`config.mk`:
```
export PLATFORM = sky130hd
export DESIGN_NAME = alu_operand_collector_flat
export DESIGN_NICKNAME = d
export VERILOG_FILES = /design/src/rtl/alu_operand_collector_if.sv /design/src/rtl/alu_operand_collector.sv /design/src/flat_wrapper.sv
export SDC_FILE = /design/constraint.sdc
export NUM_CORES = 1
export LEC_CHECK = 0
export ABC_AREA = 1
export BUFFER_PORTS_ARGS = -buffer_cell sky130_fd_sc_hd__buf_2
export CORE_UTILIZATION = 40
export CTS_CLUSTER_DIAMETER = 200
export DETAILED_ROUTE_END_ITERATION = 12
export MAX_ROUTING_LAYER = met4
export PLACE_DENSITY = 0.66
export RECOVER_POWER = 25
export SLEW_MARGIN = 10
export SYNTH_ARGS = -nofsm -noshare
export SYNTH_HDL_FRONTEND = slang
export SYNTH_SLANG_ARGS = --single-unit
```
`constraint.sdc`:
```
create_clock -name clk -period 3.3 [get_ports clk]
set_clock_uncertainty 0.1 [all_clocks]
set_input_delay 0.495 -clock clk [delete_from_list [all_inputs] [get_ports clk]]
set_output_delay 0.495 -clock clk [all_outputs]
set_load 0.05 [all_outputs]
```
`src/rtl/alu_operand_collector_if.sv`:
```
// Bundle of host-side operand signals and ALU-side issue signals for the
// operand collector. Optional macro ALU_COLLECT_STATS_EN adds the
// issue_cnt/tout_cnt statistics outputs.
interface alu_operand_collector_if #(
  parameter int N = 8
);
  logic         ce;
  logic [1:0]   inp_valid;
  logic         mode;
  logic [3:0]   cmd;
  logic         cin;
  logic [N-1:0] opa;
  logic [N-1:0] opb;

  logic         ready;
  logic         alu_ce;
  logic [1:0]   alu_inp_valid;
  logic         alu_mode;
  logic [3:0]   alu_cmd;
  logic         alu_cin;
  logic [N-1:0] alu_opa;
  logic [N-1:0] alu_opb;
  logic         cmd_err;
  logic         tout_err;
`ifdef ALU_COLLECT_STATS_EN
  logic [15:0]  issue_cnt;
  logic [15:0]  tout_cnt;
`endif

  modport master (
    output ce, inp_valid, mode, cmd, cin, opa, opb,
    input  ready, alu_ce, alu_inp_valid, alu_mode, alu_cmd, alu_cin,
    input  alu_opa, alu_opb, cmd_err, tout_err
`ifdef ALU_COLLECT_STATS_EN
    , input issue_cnt, tout_cnt
`endif
  );

  modport slave (
    input  ce, inp_valid, mode, cmd, cin, opa, opb,
    output ready, alu_ce, alu_inp_valid, alu_mode, alu_cmd, alu_cin,
    output alu_opa, alu_opb, cmd_err, tout_err
`ifdef ALU_COLLECT_STATS_EN
    , output issue_cnt, tout_cnt
`endif
  );
endinterface

```
`src/rtl/alu_operand_collector.sv`:
```
// alu_operand_collector: gathers operand A/B that may arrive in different
// cycles, waits up to TIMEOUT enabled cycles for missing ones, then issues one
// registered command to the ALU with a single-cycle alu_ce pulse. Illegal
// commands pulse cmd_err, wait expiry pulses tout_err.
// Optional macro ALU_COLLECT_STATS_EN adds saturating issue/timeout counters.
module alu_operand_collector #(
  parameter int N       = 8,
  parameter int TIMEOUT = 16
) (
  input  logic                    clk,
  input  logic                    rst,
  alu_operand_collector_if.slave  bus
);

  localparam int CW = $clog2(TIMEOUT + 1);

  typedef enum logic [1:0] {
    IDLE,
    WAIT,
    ISSUE
  } state_t;

  state_t       state;
  state_t       next_state;

  logic [CW-1:0] wait_cnt;
  logic          hold_mode;
  logic [3:0]    hold_cmd;
  logic          hold_cin;
  logic [N-1:0]  hold_opa;
  logic [N-1:0]  hold_opb;
  logic          have_a;
  logic          have_b;

  logic [2:0]    in_need;
  logic [2:0]    hold_need;
  logic          in_complete;
  logic          wait_complete;
  logic          accept;
  logic          illegal_now;
  logic          tout_now;
  logic          issue_now;

  // Need encoding: bit2 = illegal, bit1 = needs B, bit0 = needs A.
  function automatic logic [2:0] decode_need(input logic m, input logic [3:0] c);
    logic [2:0] need;
    need = 3'b011;
    if (m) begin
      case (c)
        4'd4, 4'd5:           need = 3'b001;
        4'd6, 4'd7:           need = 3'b010;
        4'd13, 4'd14, 4'd15:  need = 3'b100;
        default:              need = 3'b011;
      endcase
    end else begin
      case (c)
        4'd6, 4'd8, 4'd9:     need = 3'b001;
        4'd7, 4'd10, 4'd11:   need = 3'b010;
        4'd14, 4'd15:         need = 3'b100;
        default:              need = 3'b011;
      endcase
    end
    return need;
  endfunction

  assign in_need       = decode_need(bus.mode, bus.cmd);
  assign hold_need     = decode_need(hold_mode, hold_cmd);
  assign in_complete   = (!in_need[0] || bus.inp_valid[0]) &&
                         (!in_need[1] || bus.inp_valid[1]);
  assign wait_complete = (!hold_need[0] || have_a || bus.inp_valid[0]) &&
                         (!hold_need[1] || have_b || bus.inp_valid[1]);
  assign bus.ready     = (state == IDLE);

  // State register; everything freezes while ce is low.
  always_ff @(posedge clk or negedge rst) begin
    if (!rst) begin
      state <= IDLE;
    end else begin
      state <= next_state;
    end
  end

  // Next-state decode plus the single-cycle event strobes.
  always_comb begin
    next_state  = state;
    accept      = 1'b0;
    illegal_now = 1'b0;
    tout_now    = 1'b0;
    issue_now   = 1'b0;
    case (state)
      IDLE: begin
        if (bus.ce && (bus.inp_valid != 2'b00)) begin
          accept = 1'b1;
          if (in_need[2]) begin
            illegal_now = 1'b1;
          end else if (in_complete) begin
            next_state = ISSUE;
          end else begin
            next_state = WAIT;
          end
        end
      end
      WAIT: begin
        if (bus.ce) begin
          if (wait_complete) begin
            next_state = ISSUE;
          end else if (wait_cnt == CW'(TIMEOUT)) begin
            tout_now   = 1'b1;
            next_state = IDLE;
          end
        end
      end
      ISSUE: begin
        if (bus.ce) begin
          issue_now  = 1'b1;
          next_state = IDLE;
        end
      end
      default: next_state = IDLE;
    endcase
  end

  // Holding registers, wait counter and the registered ALU-facing outputs.
  always_ff @(posedge clk or negedge rst) begin
    if (!rst) begin
      wait_cnt          <= '0;
      hold_mode         <= 1'b0;
      hold_cmd          <= 4'd0;
      hold_cin          <= 1'b0;
      hold_opa          <= '0;
      hold_opb          <= '0;
      have_a            <= 1'b0;
      have_b            <= 1'b0;
      bus.alu_ce        <= 1'b0;
      bus.alu_inp_valid <= 2'b00;
      bus.alu_mode      <= 1'b0;
      bus.alu_cmd       <= 4'd0;
      bus.alu_cin       <= 1'b0;
      bus.alu_opa       <= '0;
      bus.alu_opb       <= '0;
      bus.cmd_err       <= 1'b0;
      bus.tout_err      <= 1'b0;
    end else begin
      bus.alu_ce        <= 1'b0;
      bus.alu_inp_valid <= 2'b00;
      bus.cmd_err       <= illegal_now;
      bus.tout_err      <= tout_now;
      if (accept) begin
        hold_mode <= bus.mode;
        hold_cmd  <= bus.cmd;
        hold_cin  <= bus.cin;
        have_a    <= bus.inp_valid[0];
        have_b    <= bus.inp_valid[1];
        if (bus.inp_valid[0]) hold_opa <= bus.opa;
        if (bus.inp_valid[1]) hold_opb <= bus.opb;
        wait_cnt  <= CW'(1);
      end else if (tout_now) begin
        have_a   <= 1'b0;
        have_b   <= 1'b0;
        wait_cnt <= '0;
      end else if ((state == WAIT) && bus.ce) begin
        if (!have_a && bus.inp_valid[0]) begin
          hold_opa <= bus.opa;
          have_a   <= 1'b1;
        end
        if (!have_b && bus.inp_valid[1]) begin
          hold_opb <= bus.opb;
          have_b   <= 1'b1;
        end
        if (next_state == WAIT) wait_cnt <= wait_cnt + CW'(1);
      end else if (issue_now) begin
        bus.alu_ce        <= 1'b1;
        bus.alu_inp_valid <= 2'b11;
        bus.alu_mode      <= hold_mode;
        bus.alu_cmd       <= hold_cmd;
        bus.alu_cin       <= hold_cin;
        bus.alu_opa       <= hold_need[0] ? hold_opa : '0;
        bus.alu_opb       <= hold_need[1] ? hold_opb : '0;
        have_a            <= 1'b0;
        have_b            <= 1'b0;
        wait_cnt          <= '0;
      end
    end
  end

`ifdef ALU_COLLECT_STATS_EN
  // Saturating counts of issued commands and wait timeouts.
  always_ff @(posedge clk or negedge rst) begin
    if (!rst) begin
      bus.issue_cnt <= 16'd0;
      bus.tout_cnt  <= 16'd0;
    end else begin
      if (issue_now && (bus.issue_cnt != 16'hFFFF)) bus.issue_cnt <= bus.issue_cnt + 16'd1;
      if (tout_now && (bus.tout_cnt != 16'hFFFF))   bus.tout_cnt  <= bus.tout_cnt + 16'd1;
    end
  end
`endif

endmodule

```
`src/flat_wrapper.sv`:
```
// flat-port wrapper written by rule: the top's interface ports become plain ports
module alu_operand_collector_flat 
#(
  parameter int N       = 8,
  parameter int TIMEOUT = 16
)
  (clk, rst, bus_ce, bus_inp_valid, bus_mode, bus_cmd, bus_cin, bus_opa, bus_opb, bus_ready, bus_alu_ce, bus_alu_inp_valid, bus_alu_mode, bus_alu_cmd, bus_alu_cin, bus_alu_opa, bus_alu_opb, bus_cmd_err, bus_tout_err);
  alu_operand_collector_if #(.N(N)) bus_i ();
  input  logic clk;
  input  logic rst;
  input wire logic [$bits(bus_i.ce)-1:0] bus_ce;
  input wire logic [$bits(bus_i.inp_valid)-1:0] bus_inp_valid;
  input wire logic [$bits(bus_i.mode)-1:0] bus_mode;
  input wire logic [$bits(bus_i.cmd)-1:0] bus_cmd;
  input wire logic [$bits(bus_i.cin)-1:0] bus_cin;
  input wire logic [$bits(bus_i.opa)-1:0] bus_opa;
  input wire logic [$bits(bus_i.opb)-1:0] bus_opb;
  output wire logic [$bits(bus_i.ready)-1:0] bus_ready;
  output wire logic [$bits(bus_i.alu_ce)-1:0] bus_alu_ce;
  output wire logic [$bits(bus_i.alu_inp_valid)-1:0] bus_alu_inp_valid;
  output wire logic [$bits(bus_i.alu_mode)-1:0] bus_alu_mode;
  output wire logic [$bits(bus_i.alu_cmd)-1:0] bus_alu_cmd;
  output wire logic [$bits(bus_i.alu_cin)-1:0] bus_alu_cin;
  output wire logic [$bits(bus_i.alu_opa)-1:0] bus_alu_opa;
  output wire logic [$bits(bus_i.alu_opb)-1:0] bus_alu_opb;
  output wire logic [$bits(bus_i.cmd_err)-1:0] bus_cmd_err;
  output wire logic [$bits(bus_i.tout_err)-1:0] bus_tout_err;
  assign bus_i.ce = bus_ce;
  assign bus_i.inp_valid = bus_inp_valid;
  assign bus_i.mode = bus_mode;
  assign bus_i.cmd = bus_cmd;
  assign bus_i.cin = bus_cin;
  assign bus_i.opa = bus_opa;
  assign bus_i.opb = bus_opb;
  assign bus_ready = bus_i.ready;
  assign bus_alu_ce = bus_i.alu_ce;
  assign bus_alu_inp_valid = bus_i.alu_inp_valid;
  assign bus_alu_mode = bus_i.alu_mode;
  assign bus_alu_cmd = bus_i.alu_cmd;
  assign bus_alu_cin = bus_i.alu_cin;
  assign bus_alu_opa = bus_i.alu_opa;
  assign bus_alu_opb = bus_i.alu_opb;
  assign bus_cmd_err = bus_i.cmd_err;
  assign bus_tout_err = bus_i.tout_err;
  alu_operand_collector #(.N(N), .TIMEOUT(TIMEOUT)) u_core (.clk(clk), .rst(rst), .bus(bus_i));
endmodule
```
==> results by group <==
Status
  • Status: complete, no violations

Die
  • Die X: 85.5 µm
  • Die area: 7320 µm²
  • Cell Rows: 30
  • Initial core utilization: 0.413
  • Core region area: between 6000 and 7000 µm²
  • I/O pin cnt: 55
  • Die height: 85.5 µm

Routing
  • Routed vias: 2237
  • Avg Vias per Cell: 4.96
  • Iter 0 DRT Violations: 131
  • Residual DRC count: 0
  • Drt wl/cell: 13.0 µm
  • Routed wire length: 5860 µm
  • Antenna-violating nets left: 0
  • Number of detailed-route iterations in the first pass: 4

Global routing
  • First-pass GRT wire length: 10100 µm
  • Gr usage total: 0.179
  • Gr ovfl total: 0
  • Initial antenna violation count: 0
  • Vias in the first global route: 2134
  • Largest net degree at the start of global routing: 34

Final layout
  • Commonest non-fill, non-tap cell in the layout: nand2_1
  • Layout overhead on the synthesized area: 16.2%
  • Layout Cells excl Fill: between 400 and 500
  • Area of the multi-input gates: 1270 µm²
  • Nets: 400
  • Most frequent cells in the layout: 92 x nand2_1, 56 x dfrtp_1, 53 x buf_2, 52 x nand3_1, 26 x nand2_2
  • Antenna cell count: 0
  • Share of cells above drive strength 1: 0.299
  • FF/Latch Area: ~1400 µm²
  • Final Util: 0.480
  • Fillers: 669

Power
  • PwrDens: 858 nW/µm²
  • P_sw: 1.33 mW
  • Clock power frac: 0.143
  • Switching Share: 0.480
  • Leakage power: 1.72 nW
  • Max VDD drop: 223 µV
  • Seq pwr share: 0.401
  • Gate power share: 0.456
  • Power Internal: 1.45 mW
  • Power Total: 2.78 mW

Yosys
  • Syn Inst Count: between 300 and 400
  • Mapped Area: approximately 2800 µm²
  • Syn_nets: 343
  • EDFF count, synth: 0
  • Netlist cell types: 29
  • Synth Warn #: 0
  • Syn Area/Cell: ~8.9 µm²
  • Async S/R FF share, synth: 1.00
  • #FFs+latches synth: 56
  • Register area share after synthesis: 0.502
  • Ys flop type: dfrtp_1

STA
  • Worst rel slew slack: 0.386
  • Setup_tns: 0 ns
  • Final Hold Vio Count: 0
  • Final worst-path cycle share: 0.596
  • Final setup violation count: 0
  • Fin. max-slew vios: 0
  • Unrepaired setup endpoints after global routing: no
  • Worst hold slack: 0.312 ns
  • Tmin final: 1.97 ns
  • Worst Tran Pin Value: between 0.9 and 1 ns
  • Fmax: between 500 and 600 MHz

Worst setup path
  • Worst r2r src: u_core.hold_cmd[2]$_DFFE_PN0P_
  • Levels on crit path: 2
  • Worst path cell trace: nor2_1, buf_2
  • CP Buf/Inv Count: 1
  • RR Endpoint: u_core.hold_opa[0]$_DFFE_PN0P_
  • Worst setup EP type: output pin
  • CP delay by family, top: flip-flops
  • Worst reg2reg path depth: 13
  • WP data required: ~2.7 ns
  • R2R Setup Slk: 1.45 ns
  • Critical-path top delay cell: dfrtp_1
  • Crit start category: flop
  • CP arrival: 1.37 ns
  • Worst Setup SP: u_core.state[1]$_DFF_PN0_
  • Critical-path maximum fanout: 4
  • Crit path capture: bus_ready
  • WS Path Type: flop to output pin
  • CP peak stage delay: 0.42 ns

Place
  • Port Buf Inserts: 54
  • Routability Congestion: 0.834
  • DP HPWL: 4260 µm
  • Placed Cells: 442

CTS
  • CTS HTree Levels: 2
  • CTS resizes: 0
  • Max Buffers Root-to-Sink: 2
  • Clock Latency Late Sink: roughly 0.31 ns
  • Clk sinks: 56
  • Clk root buf: clkbuf_8
  • CTS tree: done
  • CTS clk-pin slew, worst paths: roughly 0.1 ns
  • Cts bufs inserted: 5

Run
  • Maxcap violations: 0

Hold path
  • Hold crit path type: input pin to flop
[power groups by stage]
stage | Combinational [mW] | Sequential, mW | Clock (mW)
6_report | 1.27 | 1.11 | 0.399
3_5_place_dp | 1.28 | 1.13 | 0
3_3_place_gp | 1.26 | 1.12 | 0
5_1_grt | 1.38 | 1.15 | 0.438
4_1_cts | 1.28 | 1.12 | 0.418
2_1_floorplan | 0.571 | 1.53 | 0
[worst min path at each step]
stage	from	end	cells after the start
after floorplan	rst	u_core.bus.alu_cin$_DFFE_PN0P_	0
after global placement	rst	u_core.bus.alu_opb[4]$_DFFE_PN0P_	1
after detailed placement	rst	u_core.bus.alu_opb[2]$_DFFE_PN0P_	1
after CTS	bus_opb[7]	u_core.hold_opb[7]$_DFFE_PN0P_	3
after global routing	bus_cin	u_core.hold_cin$_DFFE_PN0P_	2
final	bus_opb[6]	u_core.hold_opb[6]$_DFFE_PN0P_	3
[cells by family after synthesis]
| kind of cell | synth area share |
|---|---|
| mux | 0.00403 |
| xor+xnor | 0.00628 |
| simple gates | 0.379 |
| compound gates | 0.0524 |
| buf+inv | 0.0430 |
| flops | 0.502 |
| fa+ha+maj | 0.0134 |
[cells in the mapped netlist (2+ instances only)]
cell type	n	area, µm²
nand2_8	7	140
o21ai_0	12	60.1
nor2_1	14	52.6
inv_2	4	15.0
buf_2	3	15.0
dfrtp_1	56	1400
buf_4	2	15.0
ha_1	3	37.5
a21oi_1	4	20.0
clkbuf_1	3	11.3
nand3_1	52	260
or2_2	2	12.5
nand2_1	92	345
inv_1	16	60.1
nand2_4	3	33.8
nand2_2	26	163
xor2_1	2	17.5
[layer usage]
layer,share of wire,wire (µm),GRT usage
met4,0.012,70,0.0500
met5,0,0,-
met3,0.056,331,0.0366
met1,0.47,2780,0.235
met2,0.46,2680,0.285
[timing repair]
item / CTS / global route
hold buffers: 1 / 0
setup endpoints to repair: 0 / 0
hold endpoints to repair: 6 / 0
buffers inserted: 0 / 0
[through the flow]
| step | area [µm²] | worst slack (ns) |
|---|---|---|
| floorplan | 2790 | 1.10 |
| global placement | 3140 | 1.26 |
| detailed placement | 3140 | 1.24 |
| CTS | 3250 | 1.30 |
| global route | 3240 | 1.11 |
| finish | 3240 | 1.33 |
[worst register-to-register path, cell delays in order, from the launching register on]
cell	delay, ns
dfrtp_1	0.44
nand2_1	0.13
nand2_1	0.08
nand3_1	0.07
nand2_1	0.06
inv_2	0.17
nand2_4	0.10
nand2_8	0.11
nand2_8	0.08
nand2_8	0.11
nand2_8	0.09
nand2_8	0.14
nand2_2	0.06
nand2_2	0.05
[sequential cells by signal (all words and copies together), names as in the netlist, 2 cells and up]
signal	flops
u_core.bus.alu_opa	8
u_core.bus.alu_cmd	4
u_core.hold_opa	8
u_core.hold_cmd	4
u_core.wait_cnt	5
u_core.bus.alu_opb	8
u_core.hold_opb	8
u_core.state	2
[layout make-up]
cell class,count,area share
Tap cell,80,0.0309
Sequential cell,56,0.432
Clock inverter,2,0.00424
Multi-Input combinational cell,228,0.391
Clock buffer,6,0.0255
Inverter,21,0.0243
Timing Repair Buffer,58,0.0918
Power figures use the tool's default switching activity.
